File: src/rtl/alu_arbiter.sv
// Two-requester front end to one shared 4-bit ALU with a single-entry response register.
// Round-robin or fixed-priority arbitration; results appear the cycle after acceptance.
module alu_arbiter #(
    parameter bit FAIR = 1'b1
) (
    input  logic       clk,
    input  logic       rst,
    input  logic       req0_valid,
    input  logic [2:0] req0_op,
    input  logic [3:0] req0_a,
    input  logic [3:0] req0_b,
    output logic       req0_ready,
    input  logic       req1_valid,
    input  logic [2:0] req1_op,
    input  logic [3:0] req1_a,
    input  logic [3:0] req1_b,
    output logic       req1_ready,
    output logic       rsp_valid,
    input  logic       rsp_ready,
    output logic       rsp_id,
    output logic [3:0] rsp_y,
    output logic       rsp_c
);

    typedef enum logic {EMPTY = 1'b0, FULL = 1'b1} state_t;

    typedef struct packed {
        logic       id;
        logic [3:0] y;
        logic       c;
    } rsp_t;

    state_t     state, state_n;
    rsp_t       rsp_q;
    logic       ptr;
    logic       win;
    logic       slot_free;
    logic       accept;
    logic [2:0] op_sel;
    logic [3:0] a_sel, b_sel;
    logic [4:0] res;

    // Bit 4 carries add carry-out or sub borrow; zero for logic ops.
    function automatic logic [4:0] alu(input logic [2:0] op, input logic [3:0] a, input logic [3:0] b);
        case (op)
            3'b000:  alu = {1'b0, a} + {1'b0, b};
            3'b001:  alu = {a < b, a - b};
            3'b010:  alu = {1'b0, a & b};
            3'b011:  alu = {1'b0, a | b};
            3'b100:  alu = {1'b0, a ^ b};
            3'b101:  alu = {1'b0, ~(a ^ b)};
            3'b110:  alu = {1'b0, ~(a & b)};
            3'b111:  alu = {1'b0, ~(a | b)};
            default: alu = 5'd0;
        endcase
    endfunction

    assign slot_free = (state == EMPTY) || rsp_ready;

    // win = index of the requester that would be granted; a lone requester always wins.
    always_comb begin
        win = req1_valid;
        if (req0_valid && req1_valid)
            win = FAIR ? ptr : 1'b0;
    end

    // Reset gating keeps readies low even though EMPTY makes the slot look free.
    assign req0_ready = !rst && slot_free && req0_valid && !win;
    assign req1_ready = !rst && slot_free && req1_valid && win;
    assign accept     = req0_ready || req1_ready;

    assign op_sel = win ? req1_op : req0_op;
    assign a_sel  = win ? req1_a  : req0_a;
    assign b_sel  = win ? req1_b  : req0_b;
    assign res    = alu(op_sel, a_sel, b_sel);

    always_comb begin
        state_n = state;
        case (state)
            EMPTY:   if (accept) state_n = FULL;
            FULL:    if (rsp_ready) state_n = accept ? FULL : EMPTY;
            default: state_n = EMPTY;
        endcase
    end

    always_ff @(posedge clk or posedge rst) begin
        if (rst) begin
            state <= EMPTY;
            ptr   <= 1'b0;
            rsp_q <= '0;
        end else begin
            state <= state_n;
            if (accept) begin
                rsp_q <= '{id: req1_ready, y: res[3:0], c: res[4]};
                if (FAIR)
                    ptr <= !req1_ready;
            end
        end
    end

    assign rsp_valid = (state == FULL);
    assign rsp_id    = rsp_q.id;
    assign rsp_y     = rsp_q.y;
    assign rsp_c     = rsp_q.c;

endmodule

File: config.mk
export PLATFORM = sky130hd
export DESIGN_NAME = alu_arbiter
export DESIGN_NICKNAME = d
export VERILOG_FILES = /design/src/rtl/alu_arbiter.sv
export SDC_FILE = /design/constraint.sdc
export NUM_CORES = 1
export LEC_CHECK = 0
export CORE_MARGIN = 1
export CORE_UTILIZATION = 50
export DETAILED_ROUTE_END_ITERATION = 8
export DONT_BUFFER_PORTS = 1
export GPL_ROUTABILITY_DRIVEN = 0
export PLACE_DENSITY_LB_ADDON = 0.08
export SLEW_MARGIN = 0
export SYNTH_ARGS = -nofsm -noshare
export SYNTH_HDL_FRONTEND = slang
export SYNTH_SLANG_ARGS = --single-unit
File: constraint.sdc
create_clock -name clk -period 3.54 [get_ports clk]
set_input_delay 0.708 -clock clk [delete_from_list [all_inputs] [get_ports clk]]
set_output_delay 0.708 -clock clk [all_outputs]
set_load 0.02 [all_outputs]
==> Yosys cells after proc, flatten, opt, wreduce, memory -nomap -nowiden <==
Cells that the tools add are included.
{ "word_totals": {"reg_bits": 8, "input_bits": 27, "output_inout_bits": 9, "wordCells": 42} }
{ "classes": {"n_addsub": 2, "order_cmp": 1, "n_eq_ne": 7, "mux": 8, "bitwise": 7, "n_reduce_logical": 12} }
{ "ops": {"columns": ["op", "n"], "rows": [
  ["5-bit one-hot mux with 8 select lines", 1],
  ["3-bit equality test (second input constant)", 4],
  ["4-bit inverter", 3],
  ["4-bit 2-to-1 mux", 2],
  ["3-bit by 2-bit equality test with 1-bit output (second input constant)", 2],
  ["1-bit logical AND", 6],
  ["4-bit by 4-bit adder with 5-bit output", 1],
  ["4-bit AND", 1],
  ["4-bit less-than comparator", 1],
  ["4-bit bitwise OR", 1],
  ["4-bit subtractor", 1],
  ["4-bit bitwise XOR", 1],
  ["3-bit by 1-bit equality test with 1-bit output (second input constant)", 1],
  ["1-bit zero test", 3],
  ["3-bit zero test", 1],
  ["1-bit 2-to-1 mux", 3],
  ["3-bit 2-to-1 mux", 1],
  ["1-bit logical OR", 2],
  ["1-bit one-hot mux with 2 select lines", 1],
  ["1-bit inverter", 1]
]} }

==> Depth between registers and ports, before layout <==
{ "depth": {"ltp_word": 9, "depth_mapped": 15, "depth_no_buf": 12} }

==> Worst setup path before layout <==
OpenSTA, ideal clock, no wires.
{ "synth_timing": {"path_type": "input -> register", "startpoint": "input port req0_valid", "endpoint": "register rsp_q (netlist bit rsp_y[2])", "setup_time_ps": 82, "arrival_time_ps": 2689, "required_ps": 3458, "setup_slack_ps": 769, "stages": 13, "n_path_buf": 2, "path_cell_list": "nand2b_4 > nand2_2 > buf_6 > buf_2 > mux2i_1 > ha_1 > inv_1 > fa_1 > nor4_1 > a21oi_1 > a21oi_1 > o21ai_0 > a31oi_1"} }
{ "synth_via": {"elab_chain_len": 6, "elab_cells_between_ends": 27, "classes_between": "add/sub (2); eq/ne (7); mux (5); bitwise (6); reduce/logical (7)"} }
{ "synth_lines": {"columns": ["element", "line_no", "rtl"], "rows": [
  ["start: declaration", "8", "input logic req0_valid,"],
  ["branches (longest 6 deep; another with 4-bit subtractor)", null, null],
  ["end signal: assignment", "94", "rsp_q <= '{id: req1_ready, y: res[3:0], c: res[4]};"],
  ["end: declaration", "34", "rsp_t rsp_q;"]
]} }
Parallel ways; which one is timed is not known.
A chain may end at the register's enable or synchronous reset.

==> Final worst setup path <==
{ "layout_timing": {"startpoint": "register ptr", "endpoint": "register rsp_q (netlist bit rsp_y[2])"} }
{ "layout_via": {"elab_chain_len": 5, "elab_cells_between_ends": 25, "classes_between": "add/sub (2); eq/ne (7); mux (5); bitwise (6); reduce/logical (5)"} }
{ "layout_lines": {"columns": ["element", "line_no", "rtl"], "rows": [
  ["start: declaration", "35", "logic ptr;"],
  ["start signal: assignment", "96", "ptr <= !req1_ready;"],
  ["1-bit 2-to-1 mux *", "63", "if (req0_valid && req1_valid)"],
  ["branches (longest 4 deep; another with 4-bit subtractor)", null, null]
]} }
Mark *: on every way between the ends.

==> results_dict.tcl <==
set metrics [dict create \
    status "completed" \
    crit_fanout 21 \
    register_area_um2 200 \
    crit_arrival_ns 2.88 \
    cts_buffer_depth 2 \
    antenna_cells 0 \
    design.die.area_mm2 0.00294 \
    place_ws_ns 0.609 \
    num-fill-cells 260 \
    multi_input_area_mm2 0.00103 \
    fmax_mhz 371 \
    hold_viol 0 \
    initial_core_util 0.540 \
    p_leak_nw 0.641 \
    setup_viol 0 \
    wl_per_cell_um 17.2 \
    critPathKind "flop to flop" \
    hpwl_um 2740 \
    vias 1269 \
    max_cap_violations 0 \
    antenna_found_initial 0 \
    grt_pass1_vias 1189 \
    intPower_w 0.000270 \
    syn_area_mm2 0.00136 \
    clkPwrFrac 0.147 \
    yosysSeqAreaShare 0.147 \
    fin_ws_ns 0.844 \
    vias_per_cell 6.41 \
    synth_edf_count 0 \
    syn_inst 173 \
    swShare 0.458 \
    ir_drop_mv 0.259 \
    power_w 0.000498 \
    hold_path_class "primary input to async pin" \
    die_h_um 54.2 \
    tightest_slew_ns 0.457 \
    ant_nets 0 \
    slew_headroom 0.689 \
    async_reset_ff_frac 1.00 \
    cts_tree "done" \
    syn_to_final_growth_pct 0.459 \
    first_pass_iters 4 \
    overflow 0 \
    grt_max_degree 22 \
    synth_nets 214 \
    clk_pin_slew_worst_paths_ns 0.06 \
    grt_util_all_layers 0.259 \
    routed_wl_um 3400 \
    pin_count 36 \
    h-tree-depth 1 \
    cts.sinks 8 \
    hold_buffers 0 \
    nets 211 \
    avgSynthCellArea_um2 7.88 \
    drv_slew 0 \
    die_x_um 54.2 \
    p_switching_w 0.000228 \
    start_kind "flop" \
    ys_ff_latch 8 \
    synth_cell_type_count 51 \
    setup_tns_ns 0 \
    root_buffer "clkbuf_4" \
    place.port_buffers 0 \
    cts_buffers 3 \
    layout-drive-gt1-share 0.101 \
    fin_crit_sh 0.762 \
    fin_skew_ns 0.0132 \
    grt_first_pass_wirelength_um 5440 \
    insertion_delay_ns 0.26 \
    critPathCaptureType "flop" \
    yosys_warnings 0 \
    post_cts_buffers 0 \
    rsz0062_at_grt "no" \
    comb_power_share 0.554 \
    drtIter0Drc 38 \
    p_per_area_mw_per_mm2 364 \
    coreArea_mm2 0.00252 \
    synthFlopType "dfrtp_1" \
    period_minus_slack_ns 2.70 \
    sequentialPowerShare 0.300 \
    drc_errors 0 \
    num_rows 18 \
    critPathRequiredTime_ns 3.72 \
    cts_resized 0 \
]
==> through the flow <==
| stage | cell area (um^2) | cells | hold slack, ns | util |
|---|---|---|---|---|
| floorplan | 1360 | 173 | 0.451 | - |
| global placement | 1350 | 195 | 0.476 | 0.534 |
| detailed placement | 1350 | 195 | 0.476 | 0.534 |
| CTS | 1370 | 198 | 0.306 | 0.543 |
| global route | 1370 | 198 | 0.312 | 0.543 |
| finish | 1370 | 198 | 0.293 | 0.543 |
==> worst max-delay path, stage by stage, from the launching register on <==
cell	delay [ns]
dfrtp_1	0.39
nand2b_4	0.17
nand2_2	0.36
mux2i_1	0.34
ha_1	0.21
inv_1	0.06
fa_1	0.42
nor4_1	0.20
a21oi_1	0.07
a21oi_1	0.14
o21ai_0	0.09
a31oi_1	0.18
==> cells by family after synthesis <==
logic type               count (synthesis)  share of synthesized area
multiplexers                            10                     0.0891
buffers and inverters                   28                      0.100
flip-flops                               8                      0.147
adder cells (fa/ha/maj)                 14                      0.140
AND/OR/NAND/NOR                         53                      0.194
AO/OA/AOI/OAI                           53                      0.286
XOR/XNOR                                 7                     0.0450
==> power by group through the flow <==
stage	registers (W)	logic, W	clock network [W]
after floorplan	0.000145	0.000240	0
after global placement	0.000150	0.000269	0
after detailed placement	0.000151	0.000275	0
after CTS	0.000149	0.000276	0.0000734
after global routing	0.000152	0.000310	0.0000776
final	0.000149	0.000276	0.0000731
==> final timing paths <==
path                       start  endpoint  slack, ns  cells past startpoint
max                          ptr  rsp_y[2]       0.84                     11
min                          rst  rsp_y[3]       0.29                      1
max reg2reg                  ptr  rsp_y[2]       0.84                     11
min reg2reg                  ptr       ptr       0.48                      1
max in group asynchronous    rst       ptr       2.97                      1
min in group clk             ptr       ptr       0.48                      1
==> layer usage <==
metal	up-vias	GRT usage	wire [um]
met4	0	0.0855	74
met1	596	0.314	1430
met5	-	0	0
met2	56	0.447	1670
li1	609	-	-
met3	8	0.0537	226
==> flip-flops by register name, summed over array words and instances (netlist names) <==
name       cells
ptr            1
rsp_c          1
rsp_id         1
rsp_valid      1
rsp_y          4
==> cell usage after synthesis, drive strengths merged (3+ instances only) <==
cell    count  area share
a21o        3       0.022
a21oi      22       0.081
a31oi       3       0.025
buf         8       0.045
dfrtp       8        0.15
ha         12        0.11
inv        18       0.050
mux2i       9       0.078
nand2      28       0.079
nand2b      3       0.019
nand3       3       0.011
nor2        6       0.017
nor3        4       0.015
o21ai       5       0.018
o311ai      3       0.019
xnor2       6       0.039
==> cell usage in the layout, fill, tap and decap left out, drive strengths merged, types with 3 or more instances in the layout <==
master / instances
a21o: 3
nor2: 6
xnor2: 6
inv: 18
o21ai: 5
nand2b: 3
clkbuf: 3
ha: 12
dfrtp: 8
mux2i: 9
a31oi: 3
nor3: 4
a21oi: 22
o311ai: 3
nand2: 28
nand3: 3
==> cell type report <==
| cell class | count | share of cell area |
|---|---|---|
| inverter | 18 | 0.0494 |
| timing repair buffer | 2 | 0.0110 |
| tap | 30 | 0.0274 |
| sequential | 8 | 0.146 |
| clock buffer | 3 | 0.0165 |
| multi-input combinational | 137 | 0.750 |
(Power assumes the default switching activity.)
